$ cat src/rtl/ctrl_bcast_pkg.sv
// Shared frame constants, FSM state encoding and check-byte function for ctrl_bcast_tx.
// Define CTRL_CRC8_EN to switch the check byte from a mod-256 sum to CRC-8 (poly 0x07).
package ctrl_bcast_pkg;

    localparam int FRAME_BITS   = 42;
    localparam int PAYLOAD_BITS = 32;
    localparam int CHK_BITS     = 8;

    localparam logic [CHK_BITS-1:0] CRC_POLY  = 8'h07;
    localparam logic                LINE_IDLE = 1'b1;

    typedef enum logic [2:0] {
        ST_IDLE,
        ST_LOAD,
        ST_START,
        ST_DATA,
        ST_CHK,
        ST_STOP,
        ST_GAP
    } state_e;

    function automatic logic [CHK_BITS-1:0] calc_chk(input logic [PAYLOAD_BITS-1:0] w);
        logic [CHK_BITS-1:0] c;
`ifdef CTRL_CRC8_EN
        // Bit-serial CRC over the payload, MSB first, no reflection or final XOR.
        c = '0;
        for (int i = PAYLOAD_BITS - 1; i >= 0; i--) begin
            if (c[CHK_BITS-1] ^ w[i]) c = {c[CHK_BITS-2:0], 1'b0} ^ CRC_POLY;
            else                      c = {c[CHK_BITS-2:0], 1'b0};
        end
`else
        c = w[31:24] + w[23:16] + w[15:8] + w[7:0];
`endif
        return c;
    endfunction

endpackage

$ cat src/rtl/ctrl_cmd_fifo.sv
// Synchronous command FIFO; pointers carry an extra wrap bit for full/empty.
// Simultaneous push and pop are both honoured.
module ctrl_cmd_fifo
    import ctrl_bcast_pkg::*;
#(
    parameter  int DEPTH = 8,
    parameter  int WIDTH = 32,
    localparam int AW    = $clog2(DEPTH)
) (
    input  logic             clk_sys,
    input  logic             rst_n,
    input  logic             push,
    input  logic [WIDTH-1:0] wr_data,
    input  logic             pop,
    output logic [WIDTH-1:0] rd_data,
    output logic             full,
    output logic             empty,
    output logic [AW:0]      count
);

    localparam logic [AW:0] PTR_ONE = (AW + 1)'(1);

    logic [AW:0]      wr_ptr_q, wr_ptr_d;
    logic [AW:0]      rd_ptr_q, rd_ptr_d;
    logic [WIDTH-1:0] mem_q [DEPTH];
    logic             do_push, do_pop;

    assign empty   = (wr_ptr_q == rd_ptr_q);
    assign full    = (wr_ptr_q[AW] != rd_ptr_q[AW]) &&
                     (wr_ptr_q[AW-1:0] == rd_ptr_q[AW-1:0]);
    assign count   = wr_ptr_q - rd_ptr_q;
    assign rd_data = mem_q[rd_ptr_q[AW-1:0]];

    assign do_push = push && !full;
    assign do_pop  = pop && !empty;

    always_comb begin
        wr_ptr_d = wr_ptr_q;
        rd_ptr_d = rd_ptr_q;
        if (do_push) wr_ptr_d = wr_ptr_q + PTR_ONE;
        if (do_pop)  rd_ptr_d = rd_ptr_q + PTR_ONE;
    end

    always_ff @(posedge clk_sys) begin
        if (!rst_n) begin
            wr_ptr_q <= '0;
            rd_ptr_q <= '0;
        end else begin
            wr_ptr_q <= wr_ptr_d;
            rd_ptr_q <= rd_ptr_d;
        end
    end

    // Storage needs no reset: the pointers define what is valid.
    always_ff @(posedge clk_sys) begin
        if (do_push) mem_q[wr_ptr_q[AW-1:0]] <= wr_data;
    end

endmodule

$ cat src/rtl/ctrl_bcast_tx.sv
// Multi-lane RS-485 control broadcaster: queued commands become framed serial bursts, plus GPS sync pulses.
// Optional build macro CTRL_CRC8_EN selects a CRC-8 check byte instead of the byte sum.
module ctrl_bcast_tx
    import ctrl_bcast_pkg::*;
#(
    parameter int NCH        = 2,
    parameter int FIFO_DEPTH = 8,
    parameter int BIT_DIV    = 100,
    parameter int SYN_W      = 10,
    parameter int GAP_BITS   = 2
) (
    input  logic           clk_sys,
    input  logic           rst_n,
    input  logic [7:0]     dev_id,
    input  logic [7:0]     mod_id,
    input  logic [7:0]     cmd_addr,
    input  logic [7:0]     cmd_data,
    input  logic           cmd_vld,
    output logic           cmd_rdy,
    input  logic [NCH-1:0] ch_mask,
    input  logic           gps_pluse,
    output logic [NCH-1:0] tx_ctrl,
    output logic [NCH-1:0] tx_syn,
    output logic           busy,
    output logic           ovf
);

    localparam int SH_W  = FRAME_BITS - 2;
    localparam int CNT_W = $clog2(FIFO_DEPTH) + 1;
    localparam int DIV_W = $clog2(BIT_DIV);
    localparam int SCW   = $clog2(SYN_W + 1);

    localparam logic [DIV_W-1:0] DIV_ONE  = DIV_W'(1);
    localparam logic [DIV_W-1:0] DIV_LAST = DIV_W'(BIT_DIV - 1);
    // The last gap bit is cut two cycles short so IDLE+LOAD complete the gap exactly.
    localparam logic [DIV_W-1:0] GAP_LAST = DIV_W'(BIT_DIV - 3);
    localparam logic [5:0]       BIT_ONE  = 6'd1;
    localparam logic [SCW-1:0]   SYN_ONE  = SCW'(1);

    if (NCH < 1 || NCH > 16) begin : g_chk_nch
        $error("NCH out of range");
    end
    if (BIT_DIV < 4) begin : g_chk_div
        $error("BIT_DIV must be at least 4");
    end
    if (GAP_BITS < 1) begin : g_chk_gap
        $error("GAP_BITS must be at least 1");
    end

    // Command queue
    logic [31:0]      fifo_rd_data;
    logic             fifo_full, fifo_empty, fifo_push, fifo_pop;
    logic [CNT_W-1:0] fifo_cnt;
    logic             rdy_en_q, rdy_en_d;
    logic             ovf_q, ovf_d;

    assign cmd_rdy   = rdy_en_q && !fifo_full;
    assign fifo_push = cmd_vld && cmd_rdy;
    assign ovf       = ovf_q;

    ctrl_cmd_fifo #(
        .DEPTH (FIFO_DEPTH),
        .WIDTH (PAYLOAD_BITS)
    ) u_fifo (
        .clk_sys (clk_sys),
        .rst_n   (rst_n),
        .push    (fifo_push),
        .wr_data ({dev_id, mod_id, cmd_addr, cmd_data}),
        .pop     (fifo_pop),
        .rd_data (fifo_rd_data),
        .full    (fifo_full),
        .empty   (fifo_empty),
        .count   (fifo_cnt)
    );

    always_comb begin
        rdy_en_d = 1'b1;
        ovf_d    = ovf_q || (cmd_vld && fifo_full);
    end

    // Frame FSM
    state_e           state_q, state_d;
    logic [DIV_W-1:0] div_q, div_d, div_nxt;
    logic [5:0]       bit_q, bit_d;
    logic [SH_W-1:0]  sh_q, sh_d;
    logic [NCH-1:0]   mask_q, mask_d;
    logic             bit_end;

    assign bit_end = (div_q == DIV_LAST);
    assign div_nxt = bit_end ? '0 : div_q + DIV_ONE;
    assign busy    = (state_q != ST_IDLE) || (fifo_cnt != '0);

    always_comb begin
        state_d  = state_q;
        div_d    = div_q;
        bit_d    = bit_q;
        sh_d     = sh_q;
        mask_d   = mask_q;
        fifo_pop = 1'b0;
        unique case (state_q)
            ST_IDLE: begin
                div_d = '0;
                bit_d = '0;
                if (!fifo_empty) state_d = ST_LOAD;
            end
            ST_LOAD: begin
                fifo_pop = 1'b1;
                sh_d     = {fifo_rd_data, calc_chk(fifo_rd_data)};
                mask_d   = ch_mask;
                div_d    = '0;
                bit_d    = '0;
                state_d  = ST_START;
            end
            ST_START: begin
                div_d = div_nxt;
                if (bit_end) state_d = ST_DATA;
            end
            ST_DATA: begin
                div_d = div_nxt;
                if (bit_end) begin
                    sh_d  = {sh_q[SH_W-2:0], 1'b0};
                    bit_d = bit_q + BIT_ONE;
                    if (bit_q == 6'(PAYLOAD_BITS - 1)) begin
                        bit_d   = '0;
                        state_d = ST_CHK;
                    end
                end
            end
            ST_CHK: begin
                div_d = div_nxt;
                if (bit_end) begin
                    sh_d  = {sh_q[SH_W-2:0], 1'b0};
                    bit_d = bit_q + BIT_ONE;
                    if (bit_q == 6'(CHK_BITS - 1)) begin
                        bit_d   = '0;
                        state_d = ST_STOP;
                    end
                end
            end
            ST_STOP: begin
                div_d = div_nxt;
                if (bit_end) begin
                    bit_d   = '0;
                    state_d = ST_GAP;
                end
            end
            ST_GAP: begin
                div_d = div_nxt;
                if (bit_q == 6'(GAP_BITS - 1) && div_q == GAP_LAST) begin
                    state_d = ST_IDLE;
                end else if (bit_end) begin
                    bit_d = bit_q + BIT_ONE;
                end
            end
            default: state_d = ST_IDLE;
        endcase
    end

    // Lane drivers: registered so the line lags the state by one cycle.
    logic           ser_bit;
    logic [NCH-1:0] tx_ctrl_q, tx_ctrl_d;

    always_comb begin
        ser_bit = LINE_IDLE;
        if (state_q == ST_START)                          ser_bit = 1'b0;
        else if (state_q == ST_DATA || state_q == ST_CHK) ser_bit = sh_q[SH_W-1];
        for (int i = 0; i < NCH; i++) begin
            tx_ctrl_d[i] = mask_q[i] ? ser_bit : LINE_IDLE;
        end
    end

    assign tx_ctrl = tx_ctrl_q;

    // Sync path: 2-flop synchroniser, rising-edge detect, retriggerable pulse.
    logic           gps_meta_q, gps_sync_q, gps_dly_q;
    logic           gps_rise;
    logic [SCW-1:0] syn_cnt_q, syn_cnt_d;
    logic [NCH-1:0] syn_mask_q, syn_mask_d;

    assign gps_rise = gps_sync_q && !gps_dly_q;

    always_comb begin
        syn_cnt_d  = syn_cnt_q;
        syn_mask_d = syn_mask_q;
        if (gps_rise) begin
            syn_cnt_d  = SCW'(SYN_W);
            syn_mask_d = ch_mask;
        end else if (syn_cnt_q != '0) begin
            syn_cnt_d = syn_cnt_q - SYN_ONE;
        end
    end

    assign tx_syn = (syn_cnt_q != '0) ? syn_mask_q : '0;

    always_ff @(posedge clk_sys) begin
        if (!rst_n) begin
            state_q    <= ST_IDLE;
            div_q      <= '0;
            bit_q      <= '0;
            sh_q       <= '0;
            mask_q     <= '0;
            tx_ctrl_q  <= {NCH{LINE_IDLE}};
            rdy_en_q   <= 1'b0;
            ovf_q      <= 1'b0;
            gps_meta_q <= 1'b0;
            gps_sync_q <= 1'b0;
            gps_dly_q  <= 1'b0;
            syn_cnt_q  <= '0;
            syn_mask_q <= '0;
        end else begin
            state_q    <= state_d;
            div_q      <= div_d;
            bit_q      <= bit_d;
            sh_q       <= sh_d;
            mask_q     <= mask_d;
            tx_ctrl_q  <= tx_ctrl_d;
            rdy_en_q   <= rdy_en_d;
            ovf_q      <= ovf_d;
            gps_meta_q <= gps_pluse;
            gps_sync_q <= gps_meta_q;
            gps_dly_q  <= gps_sync_q;
            syn_cnt_q  <= syn_cnt_d;
            syn_mask_q <= syn_mask_d;
        end
    end

endmodule

$ cat config.mk
export PLATFORM = sky130hd
export DESIGN_NAME = ctrl_bcast_tx
export DESIGN_NICKNAME = d
export VERILOG_FILES = /design/src/rtl/ctrl_bcast_pkg.sv /design/src/rtl/ctrl_cmd_fifo.sv /design/src/rtl/ctrl_bcast_tx.sv
export SDC_FILE = /design/constraint.sdc
export NUM_CORES = 1
export LEC_CHECK = 0
export ABC_AREA = 1
export ABC_CLOCK_PERIOD_IN_PS = 4600
export BUFFER_PORTS_ARGS = -buffer_cell sky130_fd_sc_hd__buf_4
export CORE_MARGIN = 1
export CORE_UTILIZATION = 25
export DETAILED_ROUTE_END_ITERATION = 16
export GPL_TIMING_DRIVEN = 0
export SETUP_SLACK_MARGIN = 0.5
export SYNTH_ARGS = -nofsm -noshare
export SYNTH_HDL_FRONTEND = slang
export SYNTH_SLANG_ARGS = --single-unit
$ cat constraint.sdc
create_clock -name clk_sys -period 4.6 [get_ports clk_sys]
set_input_delay 0.69 -clock clk_sys [delete_from_list [all_inputs] [get_ports clk_sys]]
set_output_delay 0.69 -clock clk_sys [all_outputs]
set_load 0.05 [all_outputs]
After elaboration in Yosys (flattened, before gate mapping):

Memories as Yosys holds them, arrays and structs flattened. A register that Yosys moved wholly into a read port is not among the register bits.
Cells that the tools add are included.

* input port bits: 38
* word-level logic and storage cells: 116
* memory bits (writable): 256
* memories: 1
* register bits: 79

* multiplexer cells: 32
* reductions and logical operators: 31
* equal/unequal tests: 25
* bitwise gates (word level): 1
* add/sub/neg operators: 9

Memories
* u_fifo.mem_q: depth 8, width 32, read ports 1, clocked after Yosys merged registers in 1, write ports 1, RTL line ctrl_cmd_fifo.sv:25 `logic [WIDTH-1:0] mem_q [DEPTH];`

Operator list (number)
* $pmux 40 s2: 1
* $mux 6: 7
* $mux 40: 1
* $mux 3: 10
* $pmux 6 s5: 1
* $add 8x8->8: 3
* $pmux 3 s7: 1
* $ne 2x2->1 const B: 10
* $eq 7x7->1 const B: 2
* $pmux 7 s2: 1
* $eq 3x3->1 const B: 3
* $add 4x1->4 const B: 2
* $logic_and 1x1->1: 8
* $mux 4: 2
* $reduce_and 8->1: 1
* $reduce_bool 4->1: 2
* $add 7x1->7 const B: 1
* $mux 7: 1
* $add 6x1->6 const B: 1
* $eq 3x2->1 const B: 2
* $eq 6x1->1 const B: 1
* $eq 6x3->1 const B: 1
* $eq 6x5->1 const B: 1
* $mux 1: 6
* 19 further kinds: 29

Logic depth before layout (Yosys ltp):

Gate-level depths: netlist of run 1.

* depth in word-level cells: 8
* gate-level depth with buffers: 26

Modules after synthesis:

A second synthesis of run 1 with hierarchy kept.

* cell total of the unflattened synthesis: 1466
* area total of the unflattened synthesis: 14775.4 um^2

By module, submodules not included
* ctrl_cmd_fifo: cells each 886, area each 10694.0 um^2, sequential area each 7907.6 um^2, times used 1
* ctrl_bcast_tx: cells each 580, area each 4081.4 um^2, sequential area each 1421.4 um^2, times used 1

Least setup slack after synthesis of run 1:

OpenSTA, ideal clock, no wires.

* kind: register to register
* start point: reg with a tool-made name
* end point: reg sh_q[7]
* setup time: 0.132 ns
* path buffers: 3
* data required time: 4.468 ns
* data arrival time: 3.595 ns
* path slack: 0.873 ns
* stages on the path, launching flop included: 26
* cells stage by stage: dfxtp_1 -> inv_1 -> buf_4 -> buf_4 -> clkbuf_1 -> nor2_1 -> o22ai_1 -> nand2_1 -> nand2_1 -> inv_1 -> fa_1 -> inv_1 -> fa_1 -> ha_1 -> inv_1 -> fa_1 -> inv_1 -> nand4_1 -> nand3_1 -> inv_1 -> nand3_1 -> nand2_1 -> nand2_1 -> nand3_1 -> nand2_1 -> a21oi_1

RTL lines
* end signal: assignment: RTL line ctrl_bcast_tx.sv:200 `sh_q <= '0;`
* end signal: assignment: RTL line ctrl_bcast_tx.sv:214 `sh_q <= sh_d;`
* end: declaration: RTL line ctrl_bcast_tx.sv:85 `logic [SH_W-1:0] sh_q, sh_d;`

==> results of run 1 <==
==> path summary, 6_finish.rpt <==
path             start    endpoint  slack [ns]  cells after the start
max               flop     sh_q[7]        0.62                     24
min          gps_pluse  gps_meta_q        0.34                      3
max reg2reg       flop     sh_q[7]        0.62                     24
min reg2reg  mask_q[1]  tx_ctrl[1]        0.41                      1
==> cell usage after synthesis (all sizes together) <==
cell type	n	area, sq um
and3	2	12.51
nand2	228	878.3
and2	1	6.260
o21ai	167	839.6
buf	46	301.5
inv	123	464.2
nor2	198	804.5
clkbuf	25	93.84
dfxtp	82	1642
nand4	4	25.02
a32o	1	10.01
xnor2	1	8.760
a21boi	1	11.26
a31oi	10	106.4
ha	16	200.2
a211oi	4	30.03
fa	14	280.3
nand3b	1	20.02
a31o	1	8.760
o22ai	48	300.3
a311oi	1	8.760
nand3	46	230.2
o211ai	1	7.510
edfxtp	256	7687
xor2	4	35.03
nor4	1	21.27
o221ai	1	8.760
or2	3	18.77
nor3	9	45.04
a21oi	99	578.1
==> metal layers <==
metal | vias up | global-route usage | routed length [um]
li1 | 5013 | - | -
met1 | 5121 | 0.1657 | 16730
met2 | 312 | 0.2152 | 18790
met3 | 81 | 0.02041 | 2227
met4 | 2 | 0.04430 | 1101
met5 | - | 0 | 16
==> worst register-to-register path, delay by kind of cell (launching register included) <==
kind	cells	cell delay, ns
adders and majority gates	3	1.37
and+or+nand+nor	10	0.88
buffers and inverters	8	0.82
AOI/OAI and AO/OA	3	0.39
DFF	1	0.38
==> stage by stage <==
stage | setup slack, ns | util | total power, W | instance area [sq um]
after CTS | 0.5015 | 0.3047 | 0.009787 | 17650
after detailed placement | -0.1138 | 0.2797 | 0.006706 | 16200
after global placement | -0.1703 | 0.2758 | 0.006648 | 15970
after global routing | 0.4935 | 0.3091 | 0.01052 | 17900
final | 0.6189 | 0.3091 | 0.009980 | 17900
after floorplan | 0.8729 | - | 0.005819 | 14680
==> repair_timing <==
action / 4_1_cts / 5_1_grt
resized for setup: 69 / 58
buffers inserted: 2 / 8
endpoints found under the setup margin: 6 / 3
pin swaps: 1 / 13
cloned: 0 / 4
==> sequential cells by signal (all words and copies together) (netlist names), 2 cells and up, named ones only <==
name	cells
sh_q	40
syn_mask_q	2
bit_q	6
mask_q	2
syn_cnt_q	4
u_fifo.wr_ptr_q	4
state_q	3
tx_ctrl	2
u_fifo.rd_ptr_q	4
u_fifo.mem_q	256
div_q	7
==> layout make-up <==
class,instances,area share
buffer,71,0.03537
clock inverter,18,0.01132
timing repair buffer,66,0.03537
multi-input combinational,862,0.2595
inverter,123,0.02607
tap,765,0.05347
sequential,338,0.5216
clock buffer,50,0.05731
==> report_power, final <==
part / total, W / internal, W / switching (W)
Combinational: 0.00341 / 0.00129 / 0.00212
Clock: 0.00298 / 0.00175 / 0.00123
Sequential: 0.00358 / 0.00347 / 0.000115
==> cells by family after synthesis <==
logic type | share of synthesized area
AND/OR/NAND/NOR | 0.1404
flip-flops | 0.6353
AO/OA/AOI/OAI | 0.1300
buffers and inverters | 0.05854
adder cells (fa/ha/maj) | 0.03272
XOR/XNOR | 0.002982
==> results by group, run 1 <==
Run status
  • Status: finished clean

Synth
  • Ys Warns: 0
  • Syn Std Cell Area: 14,680 sq um
  • Sequential share of the synthesized area: 0.6353
  • Synthesized Nets: 1,462
  • Avg Cell Area, Syn: 10.53 sq um
  • Cell count after synthesis: 1,394
  • Synth Register Bits: 338
  • Synth cell types: 45

Setup path
  • CP dominant cell by count: nand2_1
  • Critical Path Sink Type: flop
  • WP data arrival: 4.38 ns
  • Worst Path Buf+Inv: 8
  • CP peak stage delay: 0.53 ns
  • Type of element launching the critical path: flop
  • Req. time, crit path: 5.00 ns
  • Setup CP Type: flop to flop
  • Family with the most delay on the worst path: adder cells
  • Maximum net fanout on the critical path: 10
  • Critical path's slowest cell: fa_1
  • Crit-path cells: buf_6, buf_12, buf_12, buf_4, nor2_1, o22ai_1, nand2_1, nand2_4, inv_1, fa_1, fa_1, inv_1, ha_1, inv_1, o21ai_1, nand2_1, nand3_1, nand3_1, nand2_1, inv_1, nand2_1, nand3_1, nand2_1, a21oi_2

Placement
  • RD Place Congestion: 0.8232
  • Placed insts: 2,211
  • Hpwl dp: 26,660 um
  • Port Buffers: 44

CTS
  • CTS tree: built
  • Clk slew on worst S/H paths: 0.06 ns
  • H-tree levels: 2
  • Number of clock sinks: 338
  • Post-CTS Hold Fix Bufs: 0
  • CTS max path bufs: 3
  • Clock Latency Late Sink: 0.55 ns
  • CTS Buf Count: 37
  • Root Driver: clkbuf_16

Floorplanning
  • Chip Height: 244.4 um
  • DIE AREA: 59,710 sq um
  • FP Rows: 88
  • Die W: 244.4 um
  • Starting Density: 0.2535
  • Core area: 57,920 sq um
  • Ports: 45

Job
  • Max-cap viol count: 0

Finish
  • Most frequent cells in the layout: 256 x edfxtp_1, 214 x nand2_1, 180 x nor2_1, 149 x o21ai_0, 105 x inv_1
  • FF+latch area: 9336 sq um
  • Area delta synth->final: 21.91%
  • Inserted Diodes: 0
  • Fill count: 5,893
  • Post-Layout Cell Count: 2,293
  • Share of cells above drive strength 1: 0.1865
  • Area of the multi-input gates: 4646 sq um
  • Most common cell after layout, fill and taps aside: edfxtp_1
  • Nets@finish: 1,567

STA
  • Hold Vio Cnt, Final: 0
  • # setup viols final: 0
  • Fin Setup TNS: 0 ns
  • Fin crit share: 0.8654
  • Worst Tran Pin Value: 0.7359 ns
  • Hold slack final: 0.3448 ns
  • Slew headroom: 0.5083
  • Clock skew: 0.02436 ns
  • RSZ-0062 raised after global routing: false
  • Slew Limit Fails: 0
  • F_max: 251.2 MHz
  • Minimum clock period: 3.981 ns

Global route
  • Gr usage total: 0.1278
  • Pin count of the biggest net entering global routing: 27
  • Number of global-route vias before repair: 10.17k
  • Overflow after GRT: 0
  • Global-route wire length before repair: 58,850 um
  • Antenna violations before repair: 1

Route
  • Router iterations before antenna repair: 5
  • Vias per cell: 4.592
  • Residual DRC: 0
  • Initial DRC Count: 950
  • Vias post-DR: 10.53k
  • DR WL/cell: 16.95 um
  • DRT Wirelength: 38,860 um
  • Antenna-violating nets left: 0

Hold path
  • Hold Path Class: input pin to flop

Power and ir drop
  • Power per Cell Area: 557.5 nW/um^2
  • Leakage power: 6.710 nW
  • Worst VDD drop: 0.4079 mV
Note: power is estimated with default switching activity, not from simulation.
==> run 2: changes to the inputs <==
- ABC_AREA: 1 -> 0
- SYNTH_HIERARCHICAL: not set -> 1
==> results by group, run 2 <==
Run status
  • Status: finished clean (unchanged)

Setup path
  • CP peak stage delay: 0.48 ns (was 0.53 ns)
  • Critical Path Sink Type: flop (unchanged)
  • WP data arrival: 4.40 ns (was 4.38 ns)
  • Critical path's slowest cell: mux4_2 (was fa_1)
  • Type of element launching the critical path: flop (unchanged)
  • Maximum net fanout on the critical path: 7 (was 10)
  • Crit-path cells: buf_12, buf_12, clkbuf_16, mux4_2, mux2_4, inv_4, fa_1, inv_1, fa_1, ha_4, inv_2, fa_2, nor2b_4, o31a_1, o21a_1, nor2_1, xnor2_1, o221ai_1 (was buf_6, buf_12, buf_12, buf_4, nor2_1, o22ai_1, nand2_1, nand2_4, inv_1, fa_1, fa_1, inv_1, ha_1, inv_1, o21ai_1, nand2_1, nand3_1, nand3_1, nand2_1, inv_1, nand2_1, nand3_1, nand2_1, a21oi_2)
  • Req. time, crit path: 4.99 ns (was 5.00 ns)
  • Setup CP Type: flop to flop (unchanged)

Route
  • DRT Wirelength: 33,320 um (was 38,860 um)
  • Residual DRC: 0 (unchanged)
  • Router iterations before antenna repair: 5 (unchanged)
  • Wire length on met2: 16,610 um (was 18,790 um)
  • Met3 Routed Length: 1529 um (was 2227 um)
  • DRT met1 WL: 14,410 um (was 16,730 um)
  • Vias post-DR: 8,179 (was 10.53k)
  • DR WL/cell: 18.23 um (was 16.95 um)
  • Vias per cell: 4.474 (was 4.592)
  • Initial DRC Count: 762 (was 950)
  • Uppermost layer routed: met4 (was met5)
  • Antenna-violating nets left: 0 (unchanged)

Global route
  • Global-route wire length before repair: 50,360 um (was 58,850 um)
  • Pin count of the biggest net entering global routing: 26 (was 27)
  • Overflow after GRT: 0 (unchanged)
  • Antenna violations before repair: 0 (was 1)
  • Number of global-route vias before repair: 8,273 (was 10.17k)
  • Gr usage total: 0.1108 (was 0.1278)

Power and ir drop
  • Worst VDD drop: 0.2647 mV (was 0.4079 mV)
  • Leakage power: 6.250 nW (was 6.710 nW)
  • Power per Cell Area: 472.5 nW/um^2 (was 557.5 nW/um^2)

Finish
  • Nets@finish: 1,112 (was 1,567)
  • Post-layout util: 0.3124 (was 0.3091)
  • Most common cell after layout, fill and taps aside: edfxtp_1 (unchanged)
  • Area delta synth->final: 22.71% (was 21.91%)
  • Max reg flops: 256 (unchanged)
  • Share of cells above drive strength 1: 0.2726 (was 0.1865)
  • Most frequent cells in the layout: 256 x edfxtp_1, 81 x dfxtp_1, 73 x nand2_1, 70 x buf_4, 46 x mux4_2 (was 256 x edfxtp_1, 214 x nand2_1, 180 x nor2_1, 149 x o21ai_0, 105 x inv_1)

Synth
  • Post-synth EDFFs: 256 (unchanged)
  • Main combinational cell family by area after synthesis: multiplexers (was simple AND/OR/NAND/NOR gates)
  • Avg Cell Area, Syn: 15.86 sq um (was 10.53 sq um)
  • Synth cell types: 60 (was 45)
  • Post-Synth XOR/XNOR Area: 0.01029 (was 0.002982)
  • Compound-Gate Fraction of Synth Area: 0.07706 (was 0.1300)
  • Cell count after synthesis: 912 (was 1,394)
  • Synth Flop Type: edfxtp_1 (unchanged)
  • Most numerous cell in the Yosys netlist: edfxtp_1 (unchanged)
  • Post-synthesis mux area share: 0.1396 (was 0)
  • Area leader, netlist: edfxtp_1 (unchanged)
  • Synth Register Bits: 338 (unchanged)
  • Syn Std Cell Area: 14,470 sq um (was 14,680 sq um)
  • Ys Warns: 6 (was 0)
  • Area share of fa/ha/maj cells after synthesis: 0.03459 (was 0.03272)
  • Ranking of synthesized cells by area: edfxtp_1 53%, dfxtp_1 11%, mux4_2 5.8% (was edfxtp_1 52%, dfxtp_1 11%, nand2_1 5.6%)
  • Post-synth top cells: 256 x edfxtp_1, 82 x dfxtp_1, 73 x nand2_1 (was 256 x edfxtp_1, 221 x nand2_1, 187 x nor2_1)
  • Synthesized Nets: 981 (was 1,462)
  • Sequential share of the synthesized area: 0.6448 (was 0.6353)
  • Post-synthesis simple-gate area fraction: 0.06261 (was 0.1404)
  • Share of the synthesized area in the top cell type: 0.5313 (was 0.5235)
  • Post-synth ARST share: 0 (unchanged)

Floorplanning
  • Die W: 242.6 um (was 244.4 um)
  • DIE AREA: 58,840 sq um (was 59,710 sq um)
  • FP Rows: 87 (was 88)
  • Core area: 56,820 sq um (was 57,920 sq um)
  • Starting Density: 0.2546 (was 0.2535)
  • Chip Height: 242.6 um (was 244.4 um)
  • Ports: 45 (unchanged)

STA
  • Slew Limit Fails: 0 (unchanged)
  • Fin crit share: 0.8734 (was 0.8654)
  • F_max: 248.9 MHz (was 251.2 MHz)
  • Clock skew: 0.01897 ns (was 0.02436 ns)
  • Worst Tran Pin Value: 0.9408 ns (was 0.7359 ns)
  • Fin Setup TNS: 0 ns (unchanged)
  • Slew headroom: 0.3681 (was 0.5083)
  • Minimum clock period: 4.017 ns (was 3.981 ns)
  • RSZ-0062 raised after global routing: true (was false)
  • # setup viols final: 0 (unchanged)
  • Hold Vio Cnt, Final: 0 (unchanged)

CTS
  • Clk slew on worst S/H paths: 0.06 ns (about the same)
  • Post-CTS Hold Fix Bufs: 0 (unchanged)
  • Number of clock sinks: 338 (unchanged)
  • CTS tree: built (unchanged)
  • Clock Latency Late Sink: 0.51 ns (was 0.55 ns)
  • CTS Buf Count: 37 (unchanged)
  • CTS max path bufs: 3 (unchanged)
  • H-tree levels: 2 (unchanged)
  • Root Driver: clkbuf_16 (unchanged)

Job
  • Max-cap viol count: 0 (unchanged)

Placement
  • Port Buffers: 44 (unchanged)
  • RD Place Congestion: 0.8634 (was 0.8232)
  • Hpwl dp: 22,600 um (was 26,660 um)

Hold path
  • Hold Path Class: input pin to flop (unchanged)
==> run 2: cell types whose count changed after synthesis, sizes merged, moves of 36 or more <==
cell | previous run | this run
nand2 | 228 | 73
mux4 | 0 | 64
o211a | 0 | 36
nor2 | 198 | 15
a21oi | 99 | 21
inv | 123 | 51
o21ai | 167 | 22
o22ai | 48 | 2
==> run 2: worst paths after layout <==
check,from,end,slack [ns],depth (start not counted)
hold / removal,rst_n,rdy_en_q,0.34,1
hold reg to reg,mask_q[1],tx_ctrl[1],0.38,1
setup reg to reg,flop,sh_q[7],0.58,18
setup / recovery,flop,sh_q[7],0.58,18
==> run 2: power breakdown <==
part	leakage, nW	internal (W)	switching (W)
Sequential	2.98	0.00347	0.000118
Combinational	2.68	0.000867	0.000947
Clock	0.583	0.00180	0.00118
==> run 2: logic make-up after synthesis <==
group / after synthesis
AOI/OAI and AO/OA: 146
xor gates and xnor gates: 17
buffers and inverters: 99
DFF: 338
and+or+nand+nor: 179
muxes: 102
adders and majority gates: 31
==> run 2: critical path, delay by kind of cell (launching register included) <==
family | cells | cell delay, ns
mux | 2 | 0.76
flops | 1 | 0.34
xor+xnor | 1 | 0.15
fa+ha+maj | 4 | 1.26
buf+inv | 6 | 0.63
compound gates | 3 | 0.55
simple gates | 2 | 0.17
==> run 2: routing by layer <==
layer / track usage / up-vias
met4: 0.03090 / 0
met2: 0.1912 / 201
li1: - / 3787
met5: 0 / -
met3: 0.02083 / 48
met1: 0.1409 / 4143
==> run 2: per-stage QoR <==
step           hold slack (ns)  power [W]  setup slack, ns  cell area, sq um  cells
2_1_floorplan           0.3582   0.004753          -0.4485             14480    912
3_3_place_gp            0.3714   0.005133           -3.028             15760   1712
5_1_grt                 0.3286   0.008746           0.4446             17750   1827
6_report                0.3418   0.008388           0.5826             17750   1828
4_1_cts                 0.3312   0.008265           0.5033             17520   1810
3_5_place_dp            0.3738   0.005183         -0.02808             16090   1732
==> run 2: what timing repair did <==
| item | CTS | global route |
|---|---|---|
| buffers inserted | 11 | 15 |
| pin swaps | 2 | 16 |
| endpoints found under the setup margin | 6 | 3 |
| gates cloned | 0 | 2 |
| resized for setup | 36 | 30 |
==> run 2: cell type report <==
class	count	area [sq um]
Tap cell	756	945.9
Clock inverter	21	247.7
Fill cell	5587	39070
Clock buffer	46	979.7
Sequential cell	338	9330
Multi-Input combinational cell	475	4822
Buffer	48	340.3
Inverter	51	197.7
Timing Repair Buffer	92	887.1
Antenna cell	1	2.502
